===== src/rtl/instr_fetch_unit.sv =====
// ============================================================================
// Module      : instr_fetch_unit
// Description : Instruction fetch requester with a 2-entry decode skid buffer
//               and execute redirects. Optional macro IFU_PC_WRAP_EN confines
//               the fetch address to the IMEM_WORDS-deep memory.
// Revision    : 1.0 - initial release
// ============================================================================
`default_nettype none

module instr_fetch_unit #(
  parameter logic [31:0] RESET_PC   = 32'h0000_0000,
  parameter int          IMEM_WORDS = 32
) (
  input  logic        clk,
  input  logic        rst,
  output logic [31:0] imem_addr_o,
  input  logic [31:0] imem_instr_i,
  input  logic        redirect_valid_i,
  input  logic [31:0] redirect_pc_i,
  output logic        if_valid_o,
  input  logic        if_ready_i,
  output logic [31:0] if_pc_o,
  output logic [31:0] if_instr_o
);

`ifdef IFU_PC_WRAP_EN
  localparam logic [31:0] C_PC_MASK = 32'(IMEM_WORDS * 4) - 32'd1;
`else
  localparam logic [31:0] C_PC_MASK = 32'hFFFF_FFFF;
`endif

  if ((IMEM_WORDS < 1) || ((IMEM_WORDS & (IMEM_WORDS - 1)) != 0) ||
      (RESET_PC[1:0] != 2'b00)) begin : g_param_check
    $error("instr_fetch_unit: IMEM_WORDS must be a power of 2 and RESET_PC word aligned");
  end

  logic [31:0] fetch_pc_q, fetch_pc_d;
  logic        inflight_q, inflight_d;
  logic [31:0] inflight_pc_q, inflight_pc_d;
  logic [31:0] fifo_pc_q    [2];
  logic [31:0] fifo_pc_d    [2];
  logic [31:0] fifo_instr_q [2];
  logic [31:0] fifo_instr_d [2];
  logic [1:0]  count_q, count_d;

  logic        pop;
  logic        push;
  logic        issue;
  logic [2:0]  occupancy;
  logic [1:0]  push_slot;
  logic [31:0] pc_inc;
  logic [31:0] redir_target;

  assign imem_addr_o = fetch_pc_q;
  assign if_valid_o  = (count_q != 2'd0);
  assign if_pc_o     = fifo_pc_q[0];
  assign if_instr_o  = fifo_instr_q[0];

  assign pop          = if_valid_o && if_ready_i;
  assign push         = inflight_q;
  assign pc_inc       = (fetch_pc_q + 32'd4) & C_PC_MASK;
  assign redir_target = {redirect_pc_i[31:2], 2'b00} & C_PC_MASK;

  // Buffered entries plus the outstanding return, net of this cycle's pop,
  // must leave room for the instruction about to be requested.
  assign occupancy = {1'b0, count_q} + {2'b00, inflight_q} - {2'b00, pop};
  assign issue     = !redirect_valid_i && (occupancy <= 3'd1);
  assign push_slot = count_q - {1'b0, pop};

  always_comb begin
    fetch_pc_d    = fetch_pc_q;
    inflight_d    = issue;
    inflight_pc_d = inflight_pc_q;
    count_d       = count_q;
    fifo_pc_d     = fifo_pc_q;
    fifo_instr_d  = fifo_instr_q;

    if (redirect_valid_i) begin
      fetch_pc_d = redir_target;
      count_d    = 2'd0;
    end else begin
      if (pop) begin
        fifo_pc_d[0]    = fifo_pc_q[1];
        fifo_instr_d[0] = fifo_instr_q[1];
      end
      if (push) begin
        fifo_pc_d[push_slot[0]]    = inflight_pc_q;
        fifo_instr_d[push_slot[0]] = imem_instr_i;
      end
      count_d = count_q + {1'b0, push} - {1'b0, pop};
      if (issue) begin
        inflight_pc_d = fetch_pc_q;
        fetch_pc_d    = pc_inc;
      end
    end
  end

  always_ff @(posedge clk) begin
    if (rst) begin
      fetch_pc_q      <= RESET_PC;
      inflight_q      <= 1'b0;
      inflight_pc_q   <= '0;
      count_q         <= 2'd0;
      fifo_pc_q[0]    <= '0;
      fifo_pc_q[1]    <= '0;
      fifo_instr_q[0] <= '0;
      fifo_instr_q[1] <= '0;
    end else begin
      fetch_pc_q    <= fetch_pc_d;
      inflight_q    <= inflight_d;
      inflight_pc_q <= inflight_pc_d;
      count_q       <= count_d;
      fifo_pc_q     <= fifo_pc_d;
      fifo_instr_q  <= fifo_instr_d;
    end
  end

endmodule

`default_nettype wire


===== config.mk =====
export PLATFORM = sky130hd
export DESIGN_NAME = instr_fetch_unit
export DESIGN_NICKNAME = d
export VERILOG_FILES = /design/src/rtl/instr_fetch_unit.sv
export SDC_FILE = /design/constraint.sdc
export NUM_CORES = 1
export LEC_CHECK = 0
export CORE_MARGIN = 2
export CORE_UTILIZATION = 47
export CTS_CLUSTER_SIZE = 8
export DETAILED_ROUTE_END_ITERATION = 10
export GPL_ROUTABILITY_DRIVEN = 0
export PLACE_DENSITY = 0.76
export SYNTH_ARGS = -nofsm -noshare
export SYNTH_HDL_FRONTEND = slang
export SYNTH_SLANG_ARGS = --single-unit

===== constraint.sdc =====
create_clock -name clk -period 7.4 [get_ports clk]
set_input_delay 1.48 -clock clk [delete_from_list [all_inputs] [get_ports clk]]
set_output_delay 1.48 -clock clk [all_outputs]
set_load 0.02 [all_outputs]

==> results.json, run 1 <==
{
  "grtUsageTotal_pct": 23.63,
  "worst_setup_path_start_kind": "input pin",
  "worst_slew_pin_slew_ps": 1151,
  "drive_gt1_share_pct": 5.498,
  "fin_skew_ps": 7.187,
  "yosys_warnings": 0,
  "p_per_area_mw_per_mm2": 239.0,
  "cts_resized": 0,
  "synth_top_area_share_pct": 47.76,
  "synthesis.instances": 990,
  "cts_tree": "yes",
  "diodes": 0,
  "synth_area_mm2": 0.008006,
  "cts_hold_buf": 0,
  "antenna_found_initial": 0,
  "clk_pin_slew_worst_paths_ps": 70,
  "grt_pass1_wl_um": 34290,
  "crit_fanout": 30,
  "clk_latency_ps": 420,
  "ys_async_sr_fraction_pct": 0,
  "antenna_left": 0,
  "ir_worst_vdd_mv": 0.1702,
  "numPortBuffers": 160,
  "h-tree-depth": 4,
  "hold_viol_final": 0,
  "placed_area_mm2": 0.009223,
  "die_w_um": 134.5,
  "outcome": "finished clean",
  "hpwl_um": 12910,
  "routed_wl_um": 21470,
  "post-route-drc-count": 0,
  "fillers": 1488,
  "r2r_start": "count_q[1]$_SDFF_PP0_",
  "start_util_pct": 48.11,
  "grt_max_degree": 78,
  "regToRegSetupSlack_ps": 4230,
  "clock_sinks": 191,
  "drtIter0Drc": 624,
  "first_global_vias": 6686,
  "min_period_ps": 4358,
  "timing.fmax_mhz": 229.5,
  "synth_cell_type_count": 44,
  "areaGrowthSynthToFinish_pct": 22.99,
  "post_drt_wl_per_cell_um": 16.84,
  "overflow": 0,
  "vias": 7128,
  "yosysMostFrequentCell": "nand2_1",
  "fin_tns_setup_ps": 0,
  "clock-root-buffer": "clkbuf_16",
  "critical_path_arrival_ps": 4650,
  "postLayoutCellArea_mm2": 0.009847,
  "setup_viol": 0,
  "fp.dieH_um": 134.5,
  "max-cap-violations": 0,
  "rsz0062_at_grt": "no",
  "via_per_inst": 5.591,
  "synth_ff_type": "dfxtp_1",
  "synth_area_leaders": "dfxtp_1 (48%), a21oi_1 (10%), nand2_1 (9.8%)",
  "row_count": 47,
  "power_mw": 2.354,
  "core_area_mm2": 0.01664,
  "cts_buffer_depth": 2,
  "slew_viol_final": 0,
  "firstDrtPassIters": 5,
  "nets": 1114,
  "holdCritPathClass": "reg2reg",
  "synth_edf_count": 0,
  "synth_common_cells": "nand2_1 (210), dfxtp_1 (191), a21oi_1 (162)",
  "cts_buffers": 17,
  "synth_area_per_cell_um2": 8.087,
  "hold_path_depth": 2,
  "synth-seq-cells": 191,
  "cp.required_ps": 7690,
  "criticalPathCategory": "in2reg",
  "finalCritPeriodShare_pct": 58.90,
  "io_pins": 165,
  "worstRegToRegCells": 9,
  "slew_headroom_pct": 23.08,
  "synth_top_cell_by_area": "dfxtp_1",
  "post_cts_buffers": 0,
  "critPathCaptureType": "flip-flop",
  "die_area_mm2": 0.01810,
  "yosysSeqAreaShare_pct": 47.76,
  "leakagePower_nw": 3.417,
  "r2r-end": "inflight_pc_q[4]$_SDFFE_PP0P_"
}
critical path: stages:
cell             delay [ps]
clkdlybuf4s50_1         490
nand3b_1                230
nand2_1                 140
ha_1                    220
fa_1                    440
xnor2_1                 180
nor2_1                  290
nand2_1                 760
nand2_1                 310
a21oi_1                 100
layout make-up:
cell class	count	area, um2	area share [%]
inverter	8	31.28	0.3177
clock buffer	18	439.2	4.460
tap	220	275.3	2.795
timing repair buffer	169	1667	16.93
sequential	191	3824	38.83
multi-input combinational	656	3426	34.79
clock inverter	13	185.2	1.881
through the flow:
stage	hold slack (ps)	worst slack, ps	util (%)	instances
finish	453.7	3042	59.17	1275
global route	470.7	2805	59.17	1275
CTS	452.1	3007	59.17	1275
detailed placement	440.5	2590	55.42	1244
global placement	441.4	2766	55.42	1244
floorplan	425.0	3750	-	991
cell usage in the layout, fill, tap and decap left out, drive strengths merged, types with 2 or more instances in the layout:
cell type / Yosys / layout
nand3: 14 / 14
nor2: 25 / 25
clkinv: 0 / 5
bufinv: 0 / 4
o21ai: 68 / 68
a211oi: 16 / 16
nor4: 5 / 5
a311oi: 4 / 4
and4: 7 / 7
inv: 8 / 10
clkinvlp: 0 / 2
nor3: 10 / 10
ha: 2 / 2
or4: 2 / 2
o31ai: 3 / 3
buf: 66 / 10
conb: 1 / 2
xnor2: 20 / 20
and2: 2 / 2
nand2: 212 / 212
xor2: 6 / 6
nand4: 9 / 9
dfxtp: 191 / 191
clkbuf: 70 / 18
and3: 9 / 9
a21oi: 162 / 162
o22ai: 62 / 62
o211a: 3 / 3
clkdlybuf4s50: 0 / 159
worst max-delay path by stage:
| stage | start | to | depth (start not counted) |
|---|---|---|---|
| 6_report | if_ready_i | inflight_pc_q[4]$_SDFFE_PP0P_ | 10 |
| 4_1_cts | if_ready_i | inflight_pc_q[4]$_SDFFE_PP0P_ | 10 |
| 3_5_place_dp | if_ready_i | inflight_pc_q[19]$_SDFFE_PP0P_ | 10 |
| 2_1_floorplan | if_ready_i | imem_addr_o[28]$_SDFFE_PP0P_ | 8 |
| 5_1_grt | if_ready_i | inflight_pc_q[4]$_SDFFE_PP0P_ | 10 |
| 3_3_place_gp | if_ready_i | inflight_pc_q[12]$_SDFFE_PP0P_ | 10 |
power by group:
| part | internal, mW | switching [mW] |
|---|---|---|
| Sequential | 1.07 | 0.0374 |
| Clock | 0.575 | 0.397 |
| Combinational | 0.125 | 0.151 |
cell families (layout without fill, tap and decap cells):
logic type / after synthesis / in the layout / share of synthesized area, %
compound gates: 322 / 322 / 22.19
simple gates: 303 / 303 / 16.66
flops: 191 / 191 / 47.76
buf+inv: 144 / 208 / 9.845
xor+xnor: 26 / 26 / 2.938
fa+ha+maj: 3 / 3 / 0.5625
other cells: 1 / 2 / 0.04684
layer usage:
| layer | global-route usage, % | vias up | share of wire [%] |
|---|---|---|---|
| met3 | 4.955 | 30 | 6.4 |
| met5 | 0 | - | 0 |
| met1 | 32.58 | 3345 | 45 |
| met2 | 37.13 | 276 | 47 |
| met4 | 7.836 | 0 | 1.7 |
| li1 | - | 3477 | - |
(Power assumes the default switching activity.)
==> run 2: changes to the inputs <==
- clock period: 7.4 -> 4.3 ns (I/O delays scaled with it)
==> results.json, run 2 (synthesis gave the netlist of run 1 again) <==
{
  "post_cts_buffers": 0,
  "fp.dieH_um": 134.5,
  "hold_slack_ps": 447.9,
  "antenna_found_initial": 1,
  "worstRegToRegCells": 8,
  "fillers": 1498,
  "core_area_mm2": 0.01664,
  "nets": 1118,
  "cp_cell_sequence": "clkdlybuf4s50_1 -> nand2b_1 -> nand2_1 -> ha_1 -> fa_1 -> xor2_2 -> nand2_2 -> or4_1 -> a311oi_1",
  "criticalPathCategory": "in2reg",
  "crit_start": "if_ready_i",
  "hold_viol_final": 0,
  "grt_pass1_wl_um": 34290,
  "worst_slew_pin_slew_ps": 996.9,
  "firstDrtPassIters": 5,
  "worst_setup_path_start_kind": "input pin",
  "timing.fmax_mhz": 288.2,
  "leakagePower_nw": 3.419,
  "setup_viol": 0,
  "rsz0062_at_grt": "no",
  "cp-endpoint": "imem_addr_o[26]$_SDFFE_PP0P_",
  "min-delay-start": "fifo_pc_q[1]$_SDFFE_PP0P_",
  "r2r-end": "imem_addr_o[26]$_SDFFE_PP0P_",
  "cp.required_ps": 4630,
  "cts_buffers": 17,
  "outcome": "finished clean",
  "grt_max_degree": 118,
  "regToRegSetupSlack_ps": 1410,
  "die_w_um": 134.5,
  "final_common_cell": "nand2_1",
  "die_area_mm2": 0.01810,
  "fin_skew_ps": 9.551,
  "hpwl_um": 13390,
  "power_mw": 3.965,
  "r2r_start": "count_q[1]$_SDFF_PP0_",
  "cts_hold_buf": 0,
  "fin_tns_setup_ps": 0,
  "ir_worst_vdd_mv": 0.3033,
  "routed_wl_um": 21430,
  "post_drt_wl_per_cell_um": 16.73,
  "cts_buffer_depth": 2,
  "cpPeakStageDelay_ps": 560,
  "cts_resized": 0,
  "clock_sinks": 191,
  "slew_viol_final": 0,
  "first_global_vias": 6585,
  "multiInputGateArea_mm2": 0.003426,
  "start_util_pct": 48.11,
  "clk_pin_slew_worst_paths_ps": 70,
  "vias": 7069,
  "h-tree-depth": 4,
  "grtUsageTotal_pct": 23.64,
  "overflow": 0,
  "finalCritPeriodShare_pct": 80.70,
  "p_per_area_mw_per_mm2": 401.6,
  "antenna_left": 0,
  "drtIter0Drc": 517,
  "cts_tree": "yes",
  "seqCellArea_mm2": 0.003824,
  "drive_gt1_share_pct": 5.849,
  "row_count": 47,
  "placed_area_mm2": 0.009278,
  "holdCritPathClass": "reg2reg",
  "slew_headroom_pct": 33.45,
  "clk_latency_ps": 430,
  "areaGrowthSynthToFinish_pct": 23.30,
  "min_period_ps": 3470,
  "final_cell_mix": "nand2_1 (209), dfxtp_1 (191), a21oi_1 (161)",
  "numPortBuffers": 160,
  "via_per_inst": 5.518,
  "crit_fanout": 8,
  "clock-root-buffer": "clkbuf_16",
  "max-cap-violations": 0,
  "critical_path_arrival_ps": 3800,
  "cp_slowest_cell": "clkdlybuf4s50_1",
  "io_pins": 165,
  "postLayoutCellArea_mm2": 0.009872,
  "post-route-drc-count": 0,
  "critPathCaptureType": "flip-flop"
}
[run 2: changes by cell type in the layout (fill, tap and decap cells not counted), sizes merged]
cell | before | now
buf | 10 | 14
bufinv | 4 | 2
clkbuf | 18 | 20
clkinvlp | 2 | 4
diode | 0 | 1
inv | 10 | 9
[run 2: power by group]
group	leakage, nW	internal [mW]	switching [mW]
logic	1.58	0.218	0.259
clock network	0.279	0.891	0.692
registers	1.56	1.84	0.0655
[run 2: layout make-up]
cell class | instances | area share (%)
Sequential cell | 191 | 38.73
Multi-Input combinational cell | 656 | 34.70
Timing Repair Buffer | 173 | 17.44
Clock buffer | 20 | 4.626
Tap cell | 220 | 2.788
Clock inverter | 12 | 1.369
Inverter | 8 | 0.3169
Antenna cell | 1 | 0.02535
[run 2: worst max-delay path: cells and delay by family]
kind / cells / cell delay [ps]
AO/OA/AOI/OAI: 1 / 270
XOR/XNOR: 1 / 420
AND/OR/NAND/NOR: 4 / 1050
buffers and inverters: 1 / 560
adder cells (fa/ha/maj): 2 / 640
[run 2: worst min-delay path by stage]
stage | slack (ps) | to | cells past startpoint
after floorplan | 420 | if_pc_o[0]$_SDFFE_PP0N_ | 2
after global routing | 470 | flip-flop | 2
after global placement | 440 | if_pc_o[0]$_SDFFE_PP0N_ | 2
after detailed placement | 450 | if_pc_o[1]$_SDFFE_PP0N_ | 2
final | 450 | if_pc_o[1]$_SDFFE_PP0N_ | 2
after CTS | 460 | flip-flop | 2
[run 2: metrics by stage]
stage          setup slack, ps  util (%)  std cells
6_report                 830.1     59.32       1281
5_1_grt                  637.4     59.32       1281
3_3_place_gp             512.1     55.75       1248
2_1_floorplan             1270         -        991
4_1_cts                  865.1     59.30       1280
3_5_place_dp             429.2     55.75       1248
[run 2: layer usage]
layer / GRT usage [%] / vias up / wire length, um
li1: - / 3490 / -
met1: 32.20 / 3315 / 9716
met2: 37.73 / 235 / 10060
met3: 4.354 / 29 / 1209
met4: 8.538 / 0 / 441
met5: 0 / - / 0
==> run 3: changes to the inputs <==
- clock period: 4.3 -> 3.21 ns (I/O delays scaled with it)
==> results.json, run 3 (synthesis gave the netlist of run 1 again) <==
{
  "slew_viol_final": 0,
  "worst_setup_path_start_kind": "input pin",
  "leakagePower_nw": 3.512,
  "cp.required_ps": 3550,
  "h-tree-depth": 4,
  "firstDrtPassIters": 5,
  "final_common_cell": "nand2_1",
  "placed_area_mm2": 0.009470,
  "crit_fanout": 7,
  "criticalPathCategory": "in2reg",
  "core_area_mm2": 0.01664,
  "post_cts_buffers": 0,
  "grt-busiest-layer": "met2",
  "routed_wl_um": 21480,
  "met1_usage_pct": 33.05,
  "vias": 7244,
  "post-route-drc-count": 0,
  "cpPeakStageDelay_ps": 540,
  "clk_latency_ps": 430,
  "timing.fmax_mhz": 343.6,
  "areaGrowthSynthToFinish_pct": 25.30,
  "post_drt_wl_per_cell_um": 16.52,
  "p_per_area_mw_per_mm2": 519.4,
  "cts_hold_buf": 0,
  "clk_pin_slew_worst_paths_ps": 70,
  "setup_viol": 0,
  "row_count": 47,
  "drive_gt1_share_pct": 7.600,
  "cts_resized": 0,
  "clock_sinks": 191,
  "antenna_left": 0,
  "critical_path_arrival_ps": 3250,
  "rsz0062_at_grt": "no",
  "grt_util_met2_pct": 37.05,
  "nets": 1137,
  "die_area_mm2": 0.01810,
  "max-cap-violations": 0,
  "critPathCaptureType": "flip-flop",
  "clock-root-buffer": "clkbuf_16",
  "fin_skew_ps": 7.134,
  "postLayoutCellArea_mm2": 0.01003,
  "first_global_vias": 6741,
  "grt_use_met3_pct": 4.992,
  "start_util_pct": 48.11,
  "outcome": "finished clean",
  "fp.dieH_um": 134.5,
  "worst_slew_pin_slew_ps": 782.4,
  "cp_slowest_cell": "clkdlybuf4s50_1",
  "slew_headroom_pct": 47.84,
  "die_w_um": 134.5,
  "ir_worst_vdd_mv": 0.4037,
  "power_mw": 5.211,
  "cp_cell_sequence": "clkdlybuf4s50_1 -> nand2b_1 -> nand2_1 -> ha_1 -> fa_1 -> xor2_2 -> buf_4 -> nand3_2 -> nor3_1 -> xnor2_1 -> a211oi_1",
  "holdCritPathClass": "reg2reg",
  "cts_buffers": 17,
  "cts_tree": "yes",
  "grtUsageTotal_pct": 23.85,
  "finalCritPeriodShare_pct": 90.66,
  "drtIter0Drc": 627,
  "hold_slack_ps": 454.1,
  "via_per_inst": 5.572,
  "antenna_found_initial": 1,
  "min_period_ps": 2910,
  "hpwl_um": 13650,
  "numPortBuffers": 160,
  "cts_buffer_depth": 2,
  "grt_max_degree": 73,
  "hold_viol_final": 0,
  "overflow": 0,
  "io_pins": 165,
  "grt_pass1_wl_um": 34690,
  "final_cell_mix": "nand2_1 (209), dfxtp_1 (191), a21oi_1 (161)"
}
[run 3: power breakdown]
group / switching, mW / total (mW) / internal (mW)
registers: 0.0870 / 2.55 / 2.46
logic: 0.352 / 0.659 / 0.308
clock network: 0.985 / 2.00 / 1.02
total: 1.42 / 5.21 / 3.79
[run 3: final cells by class]
type,instances,area (um2)
antenna,1,2.502
clock buffer,17,425.4
clock inverter,15,133.9
fill,1484,6610
inverter,8,31.28
multi-input combinational,656,3426
sequential,191,3824
tap,220,275.3
timing repair buffer,192,1914
[run 3: per-layer routing]
layer	vias to the layer above	share of wire [%]
met5	-	0
met4	0	2.3
met3	35	5.8
met2	258	47
met1	3424	45
li1	3527	-
[run 3: through the flow]
step	std cells	worst slack (ps)	utilization [%]	setup TNS, ps
after detailed placement	1267	-157.5	56.91	-2076
after global placement	1267	-50.74	56.91	-194.7
after global routing	1300	160.5	60.28	0
final	1300	299.8	60.28	0
after CTS	1299	322.4	60.27	0
after floorplan	991	397.5	-	0
[run 3: worst max-delay path, delay by kind of cell]
kind / cells / cell delay [ps]
compound gates: 1 / 230
fa+ha+maj: 2 / 640
xor+xnor: 2 / 320
simple gates: 4 / 700
buf+inv: 2 / 710
[run 3: worst paths after layout]
kind,slack [ps],from,cells past startpoint,to
worst max-delay path,300,if_ready_i,11,imem_addr_o[20]$_SDFFE_PP0P_
worst min-delay path,450,flip-flop,2,flip-flop
worst max register to register,710,count_q[1]$_SDFF_PP0_,10,imem_addr_o[20]$_SDFFE_PP0P_
worst min register to register,450,flip-flop,2,flip-flop
